## config.mk

```make
export PLATFORM = sky130hd
export DESIGN_NAME = fpadd_arbiter
export DESIGN_NICKNAME = d
export VERILOG_FILES = /design/src/rtl/fpadd_arbiter.sv
export SDC_FILE = /design/constraint.sdc
export NUM_CORES = 1
export LEC_CHECK = 0
export CORE_AREA = 2 2 159 161
export CTS_CLUSTER_DIAMETER = 100
export CTS_CLUSTER_SIZE = 20
export DETAILED_ROUTE_END_ITERATION = 7
export DIE_AREA = 0 0 161 163
export PLACE_DENSITY = 0.75
export SETUP_SLACK_MARGIN = 0.3
export SKIP_CTS_REPAIR_TIMING = 1
export SLEW_MARGIN = 5
export SYNTH_ARGS = -nofsm -noshare
export SYNTH_HDL_FRONTEND = slang
export SYNTH_SLANG_ARGS = --single-unit
```

## constraint.sdc

```tcl
create_clock -name clk -period 3.2 [get_ports clk]
set_input_delay 0.48 -clock clk [delete_from_list [all_inputs] [get_ports clk]]
set_output_delay 0.48 -clock clk [all_outputs]
set_load 0.01 [all_outputs]
```

## src/rtl/fpadd_arbiter.sv

```systemverilog
// Round-robin arbiter sharing one fpadd unit among NREQ requesters.
// Define FPADD_ARB_TIMEOUT_EN to add the WAIT-state timeout with error response.
module fpadd_arbiter #(
   parameter int NREQ    = 4,
   parameter int TIMEOUT = 255
) (
   input  logic                 clk,
   input  logic                 reset,
   input  logic [NREQ-1:0]      req_valid,
   input  logic [32*NREQ-1:0]   req_a,
   input  logic [32*NREQ-1:0]   req_b,
   output logic [NREQ-1:0]      req_ready,
   output logic [NREQ-1:0]      resp_valid,
   input  logic [NREQ-1:0]      resp_ready,
   output logic [31:0]          resp_sum,
   output logic                 resp_err,
   output logic                 add_start,
   output logic [31:0]          add_a,
   output logic [31:0]          add_b,
   input  logic [31:0]          add_sum,
   input  logic                 add_done
);

   localparam int IW = (NREQ > 1) ? $clog2(NREQ) : 1;

   typedef enum logic [2:0] {IDLE, ISSUE, BLANK, WAIT, RESP} state_t;

   state_t          state;
   logic [IW-1:0]   ptr;
   logic [IW-1:0]   gnt;
   logic [IW-1:0]   sel;
   logic            found;
   logic [31:0]     sel_a;
   logic [31:0]     sel_b;

   // Search starts one past the last grant so the last-served requester ranks lowest.
   always_comb begin
      logic [IW-1:0] idx;
      found = 1'b0;
      sel   = '0;
      idx   = '0;
      sel_a = '0;
      sel_b = '0;
      for (int k = 1; k <= NREQ; k++) begin
         idx = IW'((int'(ptr) + k) % NREQ);
         if (!found && req_valid[idx]) begin
            found = 1'b1;
            sel   = idx;
         end
      end
      for (int i = 0; i < NREQ; i++) begin
         if (IW'(i) == sel) begin
            sel_a = req_a[32*i +: 32];
            sel_b = req_b[32*i +: 32];
         end
      end
   end

`ifdef FPADD_ARB_TIMEOUT_EN
   logic [15:0] to_cnt;
`endif

   always_ff @(posedge clk or posedge reset) begin
      if (reset) begin
         state      <= IDLE;
         ptr        <= IW'(NREQ-1);
         gnt        <= '0;
         req_ready  <= '0;
         resp_valid <= '0;
         resp_sum   <= '0;
         add_start  <= 1'b0;
         add_a      <= '0;
         add_b      <= '0;
`ifdef FPADD_ARB_TIMEOUT_EN
         resp_err   <= 1'b0;
         to_cnt     <= '0;
`endif
      end else begin
         req_ready <= '0;
         add_start <= 1'b0;
         case (state)
            IDLE: begin
               if (found) begin
                  req_ready <= NREQ'(1) << sel;
                  add_a     <= sel_a;
                  add_b     <= sel_b;
                  gnt       <= sel;
                  ptr       <= sel;
                  state     <= ISSUE;
               end
            end
            ISSUE: begin
               add_start <= 1'b1;
               state     <= BLANK;
            end
            // add_done may still be high from the previous op; it is not looked at here.
            BLANK: begin
`ifdef FPADD_ARB_TIMEOUT_EN
               to_cnt <= '0;
`endif
               state  <= WAIT;
            end
            WAIT: begin
               if (add_done) begin
                  resp_sum   <= add_sum;
                  resp_valid <= NREQ'(1) << gnt;
`ifdef FPADD_ARB_TIMEOUT_EN
                  resp_err   <= 1'b0;
`endif
                  state      <= RESP;
               end
`ifdef FPADD_ARB_TIMEOUT_EN
               else if (to_cnt == 16'(TIMEOUT - 1)) begin
                  resp_sum   <= 32'h7FC0_0000;
                  resp_err   <= 1'b1;
                  resp_valid <= NREQ'(1) << gnt;
                  state      <= RESP;
               end else begin
                  to_cnt <= to_cnt + 16'd1;
               end
`endif
            end
            RESP: begin
               if (resp_ready[gnt]) begin
                  resp_valid <= '0;
                  state      <= IDLE;
               end
            end
            default: state <= IDLE;
         endcase
      end
   end

`ifndef FPADD_ARB_TIMEOUT_EN
   // TIMEOUT is at least 1, so this is a constant 0 with no counter behind it.
   assign resp_err = (TIMEOUT < 1);
`endif

endmodule
```

## After elaboration in Yosys (flattened, before gate mapping)

Index checks and enable logic that the tools add are counted.

- Register bits after elaboration: 112
- Bits of input ports: 299
- Output and inout bits: 106
- Logic and storage cells: 79

- Add/subtract/negate cells: 4
- $lt $le $gt $ge: 5
- Equal/unequal tests: 10
- Shift operators: 2
- Muxes and demuxes: 36
- Reductions and logical operators: 13

Operators by type and width:

| cell | count |
|---|---|
| $mux 32 | 8 |
| $mux 4 | 4 |
| $lt 2x3->1 const B | 5 |
| $pmux 3 s5 | 1 |
| $bmux 1 s2 | 5 |
| $mux 1 | 10 |
| $mux 3 | 3 |
| $mux 2 | 4 |
| $pmux 4 s2 | 1 |
| $shl 1x2->4 const A | 2 |
| $eq 3x2->1 const B | 2 |
| $ne 2x2->1 const B | 3 |
| $reduce_and 3->1 | 2 |
| $add 2x1->2 const B | 2 |
| $add 2x2->2 const B | 2 |
| $eq 2x2->1 const A | 2 |
| $reduce_and 2->1 | 2 |
| $eq 3x1->1 const B | 1 |
| $eq 3x3->1 const B | 1 |
| $logic_and 1x1->1 | 3 |
| $logic_not 1->1 | 3 |
| $logic_not 3->1 | 1 |
| $eq 1x2->1 const A | 1 |
| $logic_not 2->1 | 1 |
| $reduce_bool 2->1 | 1 |

## Logic depth before layout (Yosys ltp)

Gate-level depths: netlist of the first run.

- Depth after elaboration: 18
- Mapped depth: 7
- Gate-level depth less buffers: 4

## Worst setup path before layout of the first run

OpenSTA, ideal clock, no wires.

- Path kind: flip-flop to flip-flop
- Start point: register state[2]
- End point: register add_a[0]
- Library setup time: 0.133 ns
- Arrival: 1.783 ns
- Required time: 3.067 ns
- Slack: 1.284 ns
- Cell stages (with the launch flop): 8
- Period minus slack after synthesis: 1.916 ns
- Cell sequence: dfrtp_1 > clkbuf_1 > or4_1 > buf_2 > a2111oi_4 > buf_4 > buf_4 > a32oi_1

- Cells in the longest elaborated chain, start to end: 2

Ends and longest elaborated chain:

| element | line | source |
|---|---|---|
| start, declared | 28 | `state_t state;` |
| start signal, assigned | 65 | `state <= IDLE;` |
| start signal, assigned | 89 | `state <= ISSUE;` |
| start signal, assigned | 94 | `state <= BLANK;` |
| $logic_not 3->1 | 81 | `case (state)` |
| $reduce_and 2->1 (no source line) | -- |  |
| end signal, assigned | 85 | `add_a <= sel_a;` |
| end, declared | 18 | `output logic [31:0] add_a,` |

No other way between the ends.
A chain may end at the register's enable or synchronous reset.

## Worst setup path in the final report of the first run

- Start point: input req_valid[3]
- End point: register add_b[15]

- Cells in the longest elaborated chain, start to end: 17
- Elaborated cells between the ends (all ways): 31
- Classes of those cells: eq/ne: 3; mux: 20; reduce/logical: 8

Ends and longest elaborated chain:

| element | line | source |
|---|---|---|
| start, declared | 9 | `input logic [NREQ-1:0] req_valid,` |
| $bmux 1 s2 | 46 | `if (!found && req_valid[idx]) begin` |
| $mux 1 (implied by the code) | 46 |  |
| $mux 1 | 46 |  |
| $logic_not 1->1 | 46 |  |
| $logic_and 1x1->1 | 46 |  |
| $mux 1 | 46 |  |
| $logic_not 1->1 | 46 |  |
| $logic_and 1x1->1 | 46 |  |
| $mux 1 | 46 |  |
| $logic_not 1->1 | 46 |  |
| $logic_and 1x1->1 | 46 |  |
| $mux 2 | 46 |  |
| $logic_not 2->1 | 52 | `if (IW'(i) == sel) begin` |
| $mux 32 (4 in series) | 52 |  |
| end signal, assigned | 86 | `add_b <= sel_b;` |
| end, declared | 19 | `output logic [31:0] add_b,` |

Parallel ways exist; a longest one is shown, timed or not. The select of a mux whose other input is x is not followed.

==> qor.csv, run 1 <==
metric,value,unit
status,finished clean,
"Avg Cell Area, Syn",8.03,um^2
TNS Setup,0,ps
sequential fraction of the synthesis area,0.395,
Cell Rows,58,
fin. max-slew vios,0,
IO Port Bufs,403,
Initial DRC Count,686,
final setup fails,0,
fraction of layout cells with a size suffix above 1,0.0512,
RSZ-0062 raised after global routing,no,
first-pass GRT wire length,49200,um
async set-or-reset flop fraction in the synthesized netlist,1.00,
Worst Path Required,3430,ps
residual DRC count,0,
hold crit path type,input port to async pin,
die area,0.0262,mm^2
Routed Antenna Nets,0,
DP Wirelength,21900,um
"most common cell after layout, fill and taps aside",clkdlybuf4s50_1,
worst vdd rail ir drop,484,uV
Clk Tree Root Cell,clkbuf_16,
Post-synth EDFFs,0,
"area leader, netlist",dfrtp_1,
share of the synthesized area in the top cell type,0.388,
reg2reg start,ptr[1],
Syn Inst Count,884,
crit path to,add_b[15],
vias in the first global route,8857,
Final Critical Period,2600,ps
Rel. slew slack,0.372,
die height,163,um
Nets,1525,
Tot Pwr,9.11,mW
CP Class,input port to flip-flop,
vias per inst,5.64,
gr ovfl total,0,
CP startpoint kind,input port,
via count,8799,
Yosys warning total,0,
largest net degree at the start of global routing,71,
area delta synth->final,66.6,%
Post-synth top flop,dfrtp_1,
Worst R2R Path Depth,5,
Placer Congestion,0.820,
Initial Util,0.288,
worst-skew pair later-pin latency,360,ps
DP Worst Slack,218,ps
fin crit share,0.814,
# IOs,405,
CTS max path bufs,2,
clock sinks,112,
worst slew pin tran,942,ps
Worst Setup SP,req_valid[3],
synth top area cells,"dfrtp_1 39%, nand2_1 8.8%, a32oi_1 7.9%",
Die W,161,um
CTS tree,yes,
Final Hold Viols,0,
syn_nets,1183,
Num CTS Buffers,9,
crit end category,flip-flop,
critical path peak fanout,23,
R2R Setup Slk,870,ps
Lkg Pwr,4.66,nW
Max-Cap Viols,0,
final setup margin,595,ps
clk slew on worst S/H paths,100,ps
antenna violations before repair,0,
Routed wire per std cell,20.5,um
CP arrival,2830,ps
Reg2Reg Capture Point,add_b[16],
final WL,32000,um
PwrDens,771,mW/mm^2
gr usage total,0.237,
Peak Freq,0.384,GHz
CORE AREA,0.0247,mm^2
drt pass-1 iters,5,
Mapped Area,0.00710,mm^2
post-synthesis cell type count,40,
clock skew,18.8,ps
"leading cell types in the layout, fill and taps excluded","403 x clkdlybuf4s50_1, 167 x nand2_1, 110 x dfrtp_1",
H-Tree Level Count,3,
synthesized flop and latch total,112,
ANT cells,0,
## registers in the layout, summed over array words and instances (netlist names)
register,flops
add_a,32
add_b,32
add_start,1
gnt,2
ptr,2
req_ready,4
resp_sum,32
resp_valid,4
state,3
## cell families (layout without fill, tap and decap cells)
group | after synthesis | in the layout | share of synthesized area
simple gates | 324 | 324 | 0.212
compound gates | 279 | 279 | 0.296
buf+inv | 167 | 514 | 0.0924
flops | 112 | 112 | 0.395
other cells | 1 | 1 | 0.000528
mux | 1 | 1 | 0.00317
## cell type report
cell class                      count  area [um^2]
Inverter                           67          255
Tap cell                          330          413
Sequential cell                   112         2810
Clock inverter                      7         93.8
Timing Repair Buffer              431         4330
Fill cell                        2345        12800
Clock buffer                        9          225
Multi-Input combinational cell    605         3700
## stage by stage
stage	hold WS, ps	cells	utilization	area (um^2)
finish	478	1561	0.479	11800
global route	493	1561	0.479	11800
CTS	481	1561	0.479	11800
detailed placement	461	1545	0.466	11500
global placement	458	1545	0.466	11500
floorplan	499	884	-	7100
## synthesized netlist by cell type (2+ instances only)
master       n
nor3_1       3
nand2b_1     3
buf_1        7
nand2_1    167
nor2_1      10
buf_4        5
o211ai_1    64
o21ai_0     68
buf_2        8
dfstp_2      2
o2bb2ai_1    2
inv_1       67
o21ba_2      2
nor2b_1      5
a21oi_1      4
or3_1       64
nor4_1       2
dfrtp_1    110
a21o_1       2
a32oi_1     64
nand3_1     64
o2111ai_1   64
clkbuf_1    80
## how the worst min path moves through the flow
| stage | end | slack [ps] |
|---|---|---|
| global placement | resp_sum[7] | 460 |
| CTS | resp_sum[21] | 480 |
| global route | resp_sum[21] | 490 |
| detailed placement | resp_sum[21] | 460 |
| floorplan | add_start | 500 |
| finish | resp_sum[16] | 480 |
## power breakdown
| group | switching [mW] | internal (mW) |
|---|---|---|
| clock network | 0.678 | 0.582 |
| logic | 2.86 | 2.39 |
| registers | 0.486 | 2.12 |
## worst max-delay path: stages
cell             delay (ps)
clkdlybuf4s50_1         690
nor4_1                  150
or4_2                   650
a2111oi_4               310
buf_4                   370
a32oi_1                 160
## routing by layer
| layer | vias up | global-route usage | wire [um] |
|---|---|---|---|
| met4 | 0 | 0.0913 | 989 |
| met1 | 4211 | 0.305 | 12700 |
| met3 | 71 | 0.0532 | 2870 |
| li1 | 3952 | - | - |
| met2 | 565 | 0.388 | 15400 |
| met5 | - | 0 | 0 |
Power figures use the tool's default switching activity.
==> run 2, diff against run 1 <==
--- a/config.mk
+++ b/config.mk
@@ -10,7 +10,7 @@
 export CTS_CLUSTER_SIZE = 20
 export DETAILED_ROUTE_END_ITERATION = 7
 export DIE_AREA = 0 0 161 163
-export PLACE_DENSITY = 0.75
+export PLACE_DENSITY = 0.73
 export SETUP_SLACK_MARGIN = 0.3
 export SKIP_CTS_REPAIR_TIMING = 1
 export SLEW_MARGIN = 5
==> constraint.sdc (replaced) <==
create_clock -name clk -period 2.4 [get_ports clk]
set_input_delay 0.36 -clock clk [delete_from_list [all_inputs] [get_ports clk]]
set_output_delay 0.36 -clock clk [all_outputs]
set_load 0.01 [all_outputs]
==> qor.csv, run 2 (synthesized netlist as in run 1, its figures left out) <==
metric,value,unit,change
Switch Pwr,5.36,mW,+33%
Clk Tree Root Cell,clkbuf_16,,
Routed wire per std cell,20.1,um,-2.1%
Seq pwr share,0.277,,-0.009
final WL,31800,um,-0.73%
Peak Freq,0.497,GHz,
Multi-input gate area,0.00371,mm^2,+0.24%
Max-Cap Viols,0,,unchanged
Lkg Pwr,4.84,nW,+3.7%
status,finished clean,,
Cell Rows,58,,unchanged
drt pass-1 iters,5,,unchanged
PwrDens,1030,mW/mm^2,+33%
antenna violations before repair,0,,unchanged
Initial DRC Count,843,,+23%
"leading cell types in the layout, fill and taps excluded","403 x clkdlybuf4s50_1, 167 x nand2_1, 110 x dfrtp_1",,
largest net degree at the start of global routing,71,,unchanged
fraction of layout cells with a size suffix above 1,0.0686,,+0.0175
CP Class,input port to flip-flop,,
vias in the first global route,8640,,-2.5%
worst vdd rail ir drop,553,uV,+14%
critical path peak fanout,21,,-8.7%
residual DRC count,0,,unchanged
clk slew on worst S/H paths,90,ps,about the same
Routed Antenna Nets,0,,unchanged
clock group share of total power,0.133,,-0.005
Logic pwr share,0.589,,+0.013
"most common cell after layout, fill and taps aside",clkdlybuf4s50_1,,
# IOs,405,,unchanged
Final Cell Area,0.0122,mm^2,+3.0%
die area,0.0262,mm^2,unchanged
fin. max-slew vios,0,,unchanged
RSZ-0062 raised after global routing,no,,
Final Critical Period,2010,ps,
register area,0.00281,mm^2,unchanged
Tot Pwr,12.5,mW,+37%
CTS max path bufs,2,,unchanged
CTS tree,yes,,
Rel. slew slack,0.665,,+0.293
Nets,1547,,+1.4%
fill cell count,2326,,-0.81%
area delta synth->final,71.7,%,
Placer Congestion,0.858,,+4.6%
Initial Util,0.288,,unchanged
DP Wirelength,22400,um,+2.6%
final setup margin,387,ps,-208 ps
gr ovfl total,0,,unchanged
H-Tree Level Count,3,,unchanged
first-pass GRT wire length,48500,um,-1.4%
worst slew pin tran,503,ps,-439 ps
crit end category,flip-flop,,
Area after DPL,0.0118,mm^2,+2.7%
worst-skew pair later-pin latency,370,ps,about the same
die height,163,um,unchanged
internal power,7.12,mW,+40%
ANT cells,0,,unchanged
CORE AREA,0.0247,mm^2,unchanged
Worst Path Required,2630,ps,-800 ps
worst hold margin,319,ps,-159 ps
Final Hold Viols,0,,unchanged
gr usage total,0.232,,-0.00491
CP arrival,2240,ps,-590 ps
Die W,161,um,unchanged
TNS Setup,0,ps,unchanged
DP Worst Slack,-207,ps,-426 ps
switch share,0.430,,-0.0120
IO Port Bufs,403,,unchanged
via count,8785,,-0.16%
final setup fails,0,,unchanged
fin crit share,0.839,,
Num CTS Buffers,9,,unchanged
CP startpoint kind,input port,,
vias per inst,5.55,,-1.5%
hold crit path type,input port to async pin,,
clock skew,19.2,ps,+0.375 ps
clock sinks,112,,unchanged
biggest regs,"add_a: 32 flops, add_b: 32 flops, resp_sum: 32 flops",,
run 2: changes by cell type in the layout (fill, tap and decap cells not counted):
| cell | before | now |
|---|---|---|
| nor4_2 | 1 | 2 |
| buf_4 | 21 | 27 |
| nor4_1 | 1 | 0 |
| or4_2 | 1 | 0 |
| or4_4 | 0 | 1 |
| inv_8 | 1 | 0 |
| clkinv_8 | 1 | 2 |
| buf_12 | 7 | 20 |
| buf_8 | 0 | 1 |
| buf_6 | 0 | 2 |
run 2: power groups by stage:
stage               clock (mW)  sequential [mW]  combinational (mW)
floorplan                    0             3.72                3.07
global placement             0             3.51                7.09
detailed placement           0             3.49                7.26
CTS                       1.72             3.49                7.26
global route              1.78             3.57                7.92
finish                    1.67             3.46                7.36
run 2: metrics by stage:
| step | utilization | cells |
|---|---|---|
| detailed placement | 0.479 | 1564 |
| floorplan | - | 884 |
| global placement | 0.479 | 1564 |
| global route | 0.494 | 1583 |
| CTS | 0.492 | 1580 |
| finish | 0.494 | 1583 |
run 2: final cells by class:
cell class | count | share of cell area
repair buffers | 453 | 0.384
clock buffers | 9 | 0.0185
well taps | 330 | 0.0339
flip-flops and latches | 112 | 0.230
multi-input cells | 605 | 0.304
clock inverters | 7 | 0.00812
inverters | 67 | 0.0210
run 2: worst paths after layout:
path	slack [ps]	to	cells after the start	start
max	390	add_b[20]	8	req_valid[1]
max reg2reg	450	add_b[20]	5	state[2]
max in group asynchronous	1370	ptr[0]	3	reset
min in group clk	480	resp_sum[8]	2	resp_sum[8]
min reg2reg	480	resp_sum[8]	2	resp_sum[8]
min	320	resp_sum[18]	2	reset
run 2: critical path, stage by stage:
cell,delay [ps]
clkdlybuf4s50_1,440
buf_4,180
nor2b_1,140
o21ba_2,230
a2111oi_4,390
buf_6,190
buf_12,170
a32oi_1,120
run 2: per-layer routing:
metal | GRT usage | part of all wire
met2 | 0.394 | 0.49
met4 | 0.0706 | 0.025
met3 | 0.0448 | 0.081
met5 | 0 | 0
met1 | 0.299 | 0.41
